File: src/rtl/traffic_light_monitor.sv
// traffic_light_monitor
// Watches the 2-bit light code driven by a traffic controller, drives
// registered one-hot lamps, and flags illegal codes, illegal transitions
// and (optionally) codes that dwell too long. Counts completed
// RED-GREEN-YELLOW cycles while the monitor is tracking.
//
// Optional feature: define TL_MON_DWELL_CHECK_EN to compile in the dwell
// counter and err_stall detection. Without it err_stall is tied low.
//
// Monitor states: SYNC (waiting for RED), TRACK (checking), FAULT (latched
// until clr). The current state is held in the 'state' signal.
module traffic_light_monitor #(
   parameter int CNT_W     = 8,
   parameter int MAX_DWELL = 16
) (
   input  logic             clk,
   input  logic             rst,
   input  logic [1:0]       state_in,
   input  logic             clr,
   output logic             lamp_red,
   output logic             lamp_green,
   output logic             lamp_yellow,
   output logic             err_code,
   output logic             err_seq,
   output logic             err_stall,
   output logic             fault,
   output logic [CNT_W-1:0] cycle_count
);

   localparam logic [1:0] C_RED    = 2'b00;
   localparam logic [1:0] C_GREEN  = 2'b01;
   localparam logic [1:0] C_YELLOW = 2'b10;
   localparam logic [1:0] C_BAD    = 2'b11;

   typedef enum logic [1:0] {
      SYNC  = 2'd0,
      TRACK = 2'd1,
      FAULT = 2'd2
   } mon_state_t;

   mon_state_t state;
   mon_state_t state_nxt;
   logic [1:0] s_cur;

   logic code_bad;
   logic legal_tr;
   logic seq_bad;
   logic stall_hit;
   logic cyc_evt;

   // Transition classification between the previous sample and the new one.
   always_comb begin
      code_bad = (state_in == C_BAD);
      legal_tr = (state_in == s_cur) ||
                 ((s_cur == C_RED)    && (state_in == C_GREEN))  ||
                 ((s_cur == C_GREEN)  && (state_in == C_YELLOW)) ||
                 ((s_cur == C_YELLOW) && (state_in == C_RED));
      // Transitions out of the illegal code are not sequence-checked, and
      // transitions into it are reported as err_code only.
      seq_bad  = (state == TRACK) && (s_cur != C_BAD) && !code_bad && !legal_tr;
      cyc_evt  = (state == TRACK) && (s_cur == C_YELLOW) && (state_in == C_RED);
   end

`ifdef TL_MON_DWELL_CHECK_EN
   localparam int DW_W = $clog2(MAX_DWELL + 2);
   localparam logic [DW_W-1:0] DW_LIM = DW_W'(MAX_DWELL + 1);

   logic [DW_W-1:0] dwell;
   logic [DW_W-1:0] dwell_nxt;

   // Dwell restarts at 1 on every code change and saturates at the limit so
   // the stall pulse fires once per excessive hold.
   always_comb begin
      if (state_in != s_cur) begin
         dwell_nxt = DW_W'(1);
      end else if (dwell == DW_LIM) begin
         dwell_nxt = DW_LIM;
      end else begin
         dwell_nxt = dwell + DW_W'(1);
      end
      stall_hit = (state == TRACK) && (state_in == s_cur) &&
                  (dwell != DW_LIM) && (dwell_nxt == DW_LIM);
   end

   // Dwell counter register.
   always_ff @(posedge clk or posedge rst) begin
      if (rst) begin
         dwell <= DW_W'(1);
      end else begin
         dwell <= dwell_nxt;
      end
   end
`else
   // Dwell checking compiled out: a long hold is never a fault.
   always_comb begin
      stall_hit = 1'b0;
   end
`endif

   // Monitor next-state logic.
   always_comb begin
      state_nxt = state;
      case (state)
         SYNC: begin
            if (state_in == C_RED) begin
               state_nxt = TRACK;
            end
         end
         TRACK: begin
            if (code_bad || seq_bad || stall_hit) begin
               state_nxt = FAULT;
            end
         end
         FAULT: begin
            // clr wins over any simultaneous error.
            if (clr) begin
               state_nxt = SYNC;
            end
         end
         default: begin
            state_nxt = SYNC;
         end
      endcase
   end

   // State, sample register and all registered outputs.
   always_ff @(posedge clk or posedge rst) begin
      if (rst) begin
         state       <= SYNC;
         s_cur       <= C_RED;
         lamp_red    <= 1'b1;
         lamp_green  <= 1'b0;
         lamp_yellow <= 1'b0;
         err_code    <= 1'b0;
         err_seq     <= 1'b0;
         err_stall   <= 1'b0;
         fault       <= 1'b0;
         cycle_count <= '0;
      end else begin
         state       <= state_nxt;
         s_cur       <= state_in;
         // Illegal code falls back to red only.
         lamp_red    <= (state_in == C_RED) || (state_in == C_BAD);
         lamp_green  <= (state_in == C_GREEN);
         lamp_yellow <= (state_in == C_YELLOW);
         err_code    <= code_bad;
         err_seq     <= seq_bad;
         err_stall   <= stall_hit;
         fault       <= (state_nxt == FAULT);
         if (cyc_evt) begin
            cycle_count <= cycle_count + CNT_W'(1);
         end
      end
   end

endmodule

File: config.mk
export PLATFORM = sky130hd
export DESIGN_NAME = traffic_light_monitor
export DESIGN_NICKNAME = d
export VERILOG_FILES = /design/src/rtl/traffic_light_monitor.sv
export SDC_FILE = /design/constraint.sdc
export NUM_CORES = 1
export LEC_CHECK = 0
export ABC_AREA = 0
export CAP_MARGIN = 30
export CORE_UTILIZATION = 50
export CTS_CLUSTER_SIZE = 16
export DETAILED_ROUTE_END_ITERATION = 8
export GPL_TIMING_DRIVEN = 0
export PLACE_DENSITY = 0.93
export SYNTH_ARGS = -nofsm -noshare
export SYNTH_HDL_FRONTEND = slang
export SYNTH_SLANG_ARGS = --single-unit
File: constraint.sdc
create_clock -name clk -period 2.1 [get_ports clk]
set_input_delay 0.315 -clock clk [delete_from_list [all_inputs] [get_ports clk]]
set_output_delay 0.315 -clock clk [all_outputs]
set_load 0.02 [all_outputs]
==> results of run 1 <==
## final cells by class
type                       instances  area [um2]
tap                               16       20.02
clock buffer                       4       36.28
fill                             111       455.4
sequential                        18       451.7
timing repair buffer              18       180.2
buffer                             1       7.507
multi-input combinational         42       332.8
inverter                           6       22.52
## how the worst min path moves through the flow
stage | cells past startpoint | slack [ps] | from | to
CTS | 2 | 450 | rst | cycle_count[6]
finish | 2 | 420 | rst | cycle_count[6]
detailed placement | 1 | 470 | cycle_count[7] | cycle_count[7]
global route | 2 | 490 | rst | cycle_count[7]
global placement | 1 | 460 | cycle_count[7] | cycle_count[7]
floorplan | 1 | 250 | rst | cycle_count[0]
## Yosys cell counts
master | number | share of area
and2_1 | 1 | 0.0077
a21oi_1 | 1 | 0.0061
xnor2_1 | 6 | 0.065
conb_1 | 1 | 0.0046
o21ai_0 | 3 | 0.018
dfrtp_1 | 17 | 0.52
nor2b_1 | 1 | 0.0077
dfstp_2 | 1 | 0.032
nand4_1 | 3 | 0.023
a22oi_1 | 1 | 0.0092
nor3_1 | 2 | 0.012
ha_1 | 5 | 0.077
mux2_2 | 1 | 0.014
nor2_1 | 4 | 0.018
nand2_1 | 3 | 0.014
nor3_4 | 1 | 0.020
a21oi_2 | 1 | 0.011
nand2b_4 | 1 | 0.017
nand3_1 | 2 | 0.012
buf_4 | 1 | 0.0092
o21a_1 | 1 | 0.0092
xor2_1 | 1 | 0.011
a22o_1 | 1 | 0.011
nor4_4 | 1 | 0.026
inv_1 | 6 | 0.028
o211ai_2 | 1 | 0.015
## kinds of logic (layout without fill, tap and decap cells)
logic type,Yosys count,after routing
mux,1,1
flops,18,18
buf+inv,7,29
xor+xnor,7,7
other cells,1,1
simple gates,19,19
fa+ha+maj,5,5
compound gates,9,9
## flip-flops by register name (all words and copies together) (netlist names)
name         count
cycle_count      8
s_cur            2
state            2
err_code         1
err_seq          1
fault            1
lamp_green       1
lamp_red         1
lamp_yellow      1
## metal layers
metal / part of all wire / up-vias / wire length [um] / global-route usage
met1: 0.44 / 259 / 528 / 0.1925
li1: - / 269 / - / -
met3: 0.056 / 2 / 67 / 0.02155
met4: 0.0058 / 0 / 7 / 0.07500
met5: 0 / - / 0 / 0
met2: 0.50 / 18 / 594 / 0.2523
## power by group through the flow
stage                     registers, uW  clock network [uW]  logic (uW)
after CTS                           427                 216         222
final                               426                 208         219
after global placement              432                   0         218
after detailed placement            434                   0         222
after global routing                432                 227         243
after floorplan                     470                   0        95.2
## through the flow
stage	hold WS (ps)	worst slack [ps]	power, uW	instances
after floorplan	252.8	783.5	565.0	67
after global placement	460.0	99.99	649.1	101
after detailed placement	465.0	44.02	655.5	101
after CTS	452.1	354.6	864.6	105
after global routing	494.4	223.8	902.1	105
final	420.1	356.7	852.9	105
## worst max-delay path: stages
cell and delay, ps:
clkdlybuf4s50_1 600, inv_1 100, ha_1 240, o21a_1 190
a21oi_2 110, o211ai_2 130, a22o_1 240
==> metrics.md, run 1 <==
| Metric | Value |
|---|---|
| Die Wd | `42.36 um` |
| Largest family of logic cells by synthesized area | `simple AND/OR/NAND/NOR gates` |
| Flop pwr share | `0.499` |
| Worst VDD drop | `527.2 uV` |
| Post-synthesis simple-gate area fraction | `0.1582` |
| CP Capture Type | `flip-flop` |
| Largest net degree at the start of global routing | `19` |
| Worst-Margin Slew | `662.3 ps` |
| Total wire length | `between 1 and 1.5 mm` |
| WP data required | `~2300 ps` |
| CP Class | `primary input to flip-flop` |
| Status | `finished, final reports clean` |
| Root Driver | `clkbuf_4` |
| Core Region | `1506 um2` |
| Finished Cell Area | `between 1000 and 1500 um2` |
| Total track usage | `0.1516` |
| Final Skew | `around 1.6 ps` |
| HPWL after detailed placement | `about 920 um` |
| Nets@finish | `100` |
| Average size of a mapped cell | `roughly 12 um2` |
| Routed Antenna Nets | `0` |
| Synth Net Count | `between 70 and 80` |
| Adder-cell area share of the yosys netlist | `0.07680` |
| XOR/XNOR Fraction of Synth Area | `0.07527` |
| Postcts setup bufs | `0` |
| Switching Fraction | `0.2924` |
| CP startpoint | `state_in[1]` |
| Die area | `roughly 1800 um2` |
| H-Tree Depth | `1` |
| RSZ-0062 raised after global routing | `no` |
| CP Capture Point | `state[0]` |
| FF+latch count, synth | `18` |
| Worst Path Max Fanout | `7` |
| Hold Crit Class | `primary input to async pin` |
| Most common cell after layout, fill and taps aside | `clkdlybuf4s50_1` |
| Psw | `between 200 and 250 uW` |
| Clock sinks | `18` |
| Slew Limit Fails | `0` |
| Latest clock arrival within the worst-skew pair | `~280 ps` |
| Ys Warns | `0` |
| Post-route DRC | `0` |
| Post-synthesis sequential area ratio | `0.5545` |
| Fmax | `573.6 MHz` |
| Synth Cell Area | `814.5 um2` |
| Hold Violations, Final | `0` |
| CTS Buf Count | `3` |
| Endpoints failing setup | `0` |
| Post-DP Area | `slightly above 1000 um2` |
| WP data arrival | `1930 ps` |
| First-pass GRT wire length | `roughly 2.0 mm` |
| Post-synthesis mux area share | `0.01382` |
| DR pass1 iterations | `4` |
| ANT cells | `0` |
| Vias per cell | `5.219` |
| Initial detailed-routing violation count | `16` |
| Most frequent cells in the layout | `18 x clkdlybuf4s50_1, 17 x dfrtp_1, 6 x inv_1, 6 x xnor2_1, 5 x ha_1` |
| Leak | `a little under 0.0005 uW` |
| Post-synthesis compound-gate area fraction | `0.07988` |
| Area grow syn2layout | `29.03%` |
| Final core utilization | `0.6977` |
| Max_cap viols | `0` |
| Worst R2R Setup Slack | `770 ps` |
| Synth Instances | `between 60 and 70` |
| Internal power consumption | `around 600 uW` |
| Initial Utilization | `0.5407` |
| Comb power frac | `0.257` |
| Grt total ovfl | `0` |
| Initial antenna violation count | `0` |
| Fin crit period | `about 1700 ps` |
| Power density over the cells | `811.5 nW/um2` |
| R2R Path End | `cycle_count[1]` |
| Post-cts hold buffer count | `0` |
| Startpoint types | `primary input` |
| # rows | `14` |
| Reg-to-reg startpoint | `state[1]` |
| FF-to-FF path depth | `3` |
| Clk buf depth | `2` |
| RD Place Congestion | `just under 0.8` |
| TritonCTS clock tree | `built` |
| Die height | `42.36 um` |
| Slew HR | `0.5580` |
| # IOs | `20` |
| CTS resizes | `0` |
| Routed WL per cell | `around 11 um` |
| Distinct cells, synth | `26` |
| Clock transition at the registers of the reported paths | `approximately 100 ps` |
| PortBufs | `18` |
| Vias in the first global route | `~500` |
| Setup tns final | `0 ps` |
| DR vias | `548` |
| Share of cells above drive strength 1 | `0.1348` |
| Clk pwr share | `0.243` |
| Final period util | `0.8302` |
Power figures use the tool's default switching activity.
==> run 2, diff against run 1 <==
--- a/config.mk
+++ b/config.mk
@@ -7,11 +7,11 @@
 export LEC_CHECK = 0
 export ABC_AREA = 0
 export CAP_MARGIN = 30
-export CORE_UTILIZATION = 50
+export CORE_UTILIZATION = 47
 export CTS_CLUSTER_SIZE = 16
 export DETAILED_ROUTE_END_ITERATION = 8
 export GPL_TIMING_DRIVEN = 0
-export PLACE_DENSITY = 0.93
+export PLACE_DENSITY = 0.89
 export SYNTH_ARGS = -nofsm -noshare
 export SYNTH_HDL_FRONTEND = slang
 export SYNTH_SLANG_ARGS = --single-unit
==> constraint.sdc (replaced) <==
create_clock -name clk -period 1.76 [get_ports clk]
set_input_delay 0.264 -clock clk [delete_from_list [all_inputs] [get_ports clk]]
set_output_delay 0.264 -clock clk [all_outputs]
set_load 0.02 [all_outputs]
==> metrics.md, run 2 (synthesis gave the netlist of run 1 again) <==
| Metric | Value |
|---|---|
| CP Class | `flip-flop to output port` |
| Reg-to-reg startpoint | `s_cur[1]` |
| Die area | `~1900 um2` |
| Clk buf depth | `2` |
| Hold Crit Class | `primary input to flip-flop` |
| Placement Setup Slack | `-234.2 ps` |
| Largest net degree at the start of global routing | `19` |
| Initial Utilization | `0.5225` |
| Slew HR | `0.5730` |
| Max_cap viols | `0` |
| Slowest stage cell on the critical path | `clkdlybuf4s50_1` |
| RD Place Congestion | `around 0.71` |
| Hold path start | `state_in[0]` |
| TritonCTS clock tree | `built` |
| ANT cells | `0` |
| Placed Cells | `approximately 100` |
| Die Wd | `43.63 um` |
| Final Skew | `4.101 ps` |
| Worst hold path endpoint | `s_cur[0]` |
| Area grow syn2layout | `29.34%` |
| Worst-Margin Slew | `~640 ps` |
| Post-cts hold buffer count | `0` |
| Total track usage | `0.1824` |
| Root Driver | `clkbuf_4` |
| HPWL after detailed placement | `~1.1 mm` |
| Clock sinks | `18` |
| Endpoints failing setup | `0` |
| Worst Hold Path Cells | `1` |
| Top flop regs | `cycle_count: 8 flops, s_cur: 2 flops, state: 2 flops` |
| Final period util | `0.9453` |
| Leak | `around 0.0005 uW` |
| Top delay family on crit path | `buffers and inverters` |
| Fmax | `approximately 600 MHz` |
| Fin worst setup slack | `between 90 and 100 ps` |
| Vias per cell | `5.151` |
| R2R Path End | `cycle_count[1]` |
| Initial antenna violation count | `0` |
| # IOs | `20` |
| Bufs and invs on worst path | `1` |
| Die height | `43.63 um` |
| Most frequent cells in the layout | `17 x dfrtp_1, 16 x clkdlybuf4s50_1, 6 x inv_1, 6 x xnor2_1, 5 x ha_1` |
| Power density over the cells | `about 930 nW/um2` |
| WHS | `around 240 ps` |
| WP data arrival | `about 1400 ps` |
| Clock transition at the registers of the reported paths | `approximately 100 ps` |
| Slew Limit Fails | `0` |
| DR pass1 iterations | `6` |
| Initial detailed-routing violation count | `7` |
| Max reg flops | `8` |
| Worst Path Max Fanout | `1` |
| RSZ-0062 raised after global routing | `no` |
| Total wire length | `between 1 and 1.5 mm` |
| WP data required | `~1500 ps` |
| Worst R2R Setup Slack | `roughly 430 ps` |
| Share of cells above drive strength 1 | `0.1333` |
| Final core utilization | `0.6758` |
| Critical-path cell list | `clkdlybuf4s50_1` |
| Biggest register | `cycle_count` |
| Worst VDD drop | `450.7 uV` |
| Routed WL per cell | `13.29 um` |
| Post-route DRC | `3` |
| Pwr Total | `982.5 uW` |
| Hold Violations, Final | `0` |
| Failing checks | `design-rule violations` |
| Core Region | `approximately 1600 um2` |
| Filler cells | `125` |
| CTS Buf Count | `3` |
| Fin crit period | `1664 ps` |
| Latest clock arrival within the worst-skew pair | `~280 ps` |
| Startpoint types | `flip-flop` |
| Routed Antenna Nets | `0` |
| Status | `complete, but fails checks` |
| First-pass GRT wire length | `approximately 2.5 mm` |
| # rows | `14` |
| PortBufs | `18` |
| Most common cell after layout, fill and taps aside | `dfrtp_1` |
| Post-Layout Cell Count | `106` |
| Vias in the first global route | `574` |
| DR vias | `around 550` |
| CP max stage delay | `just under 600 ps` |
| FF-to-FF path depth | `3` |
| Grt total ovfl | `0` |
| H-Tree Depth | `1` |
| Nets@finish | `101` |
| CP Capture Type | `output port` |
==> run 2: timing repair <==
| item | 4_1_cts | 5_1_grt |
|---|---|---|
| buffers inserted | 0 | 1 |
| endpoints found under the setup margin | 0 | 5 |
| gates resized for setup | 0 | 2 |
==> run 2: layout make-up <==
class	count	area, um2	area share
buffer	1	7.507	0.007126
timing repair buffer	19	192.7	0.1829
inverter	6	22.52	0.02138
multi-input combinational	42	332.8	0.3159
sequential	18	451.7	0.4287
clock buffer	4	26.28	0.02494
tap	16	20.02	0.01900
==> run 2: metal layers <==
layer  track usage  wire [um]
met3       0.02500         64
met4       0.07500         13
met2        0.3313        736
met5             0          0
met1        0.2137        594
==> run 2: worst register-to-register path, delay by kind of cell, from the launching register on <==
family        cells  cell delay (ps)
flops             1              450
simple gates      2              400
mux               1              370
==> run 2: worst max-delay path by stage <==
stage / endpoint / depth (start not counted) / from / slack, ps
after floorplan: cycle_count[1] / 5 / state_in[0] / 490
after global placement: state[0] / 7 / state_in[0] / -210
after detailed placement: state[0] / 7 / state_in[0] / -230
after CTS: state[0] / 7 / state_in[0] / 70
after global routing: lamp_red / 1 / lamp_red / 50
final: lamp_red / 1 / lamp_red / 100
==> run 2: report_power, final <==
part	internal, uW	switching (uW)	total, uW
sequential	467	44.3	511
clock	87.7	115	203
combinational	128	141	269
==> run 2: metrics by stage <==
| stage | area [um2] | setup TNS (ps) |
|---|---|---|
| floorplan | 814.5 | 0 |
| global placement | 1015 | -1178 |
| detailed placement | 1015 | -1760 |
| CTS | 1041 | 0 |
| global route | 1054 | 0 |
| finish | 1054 | 0 |
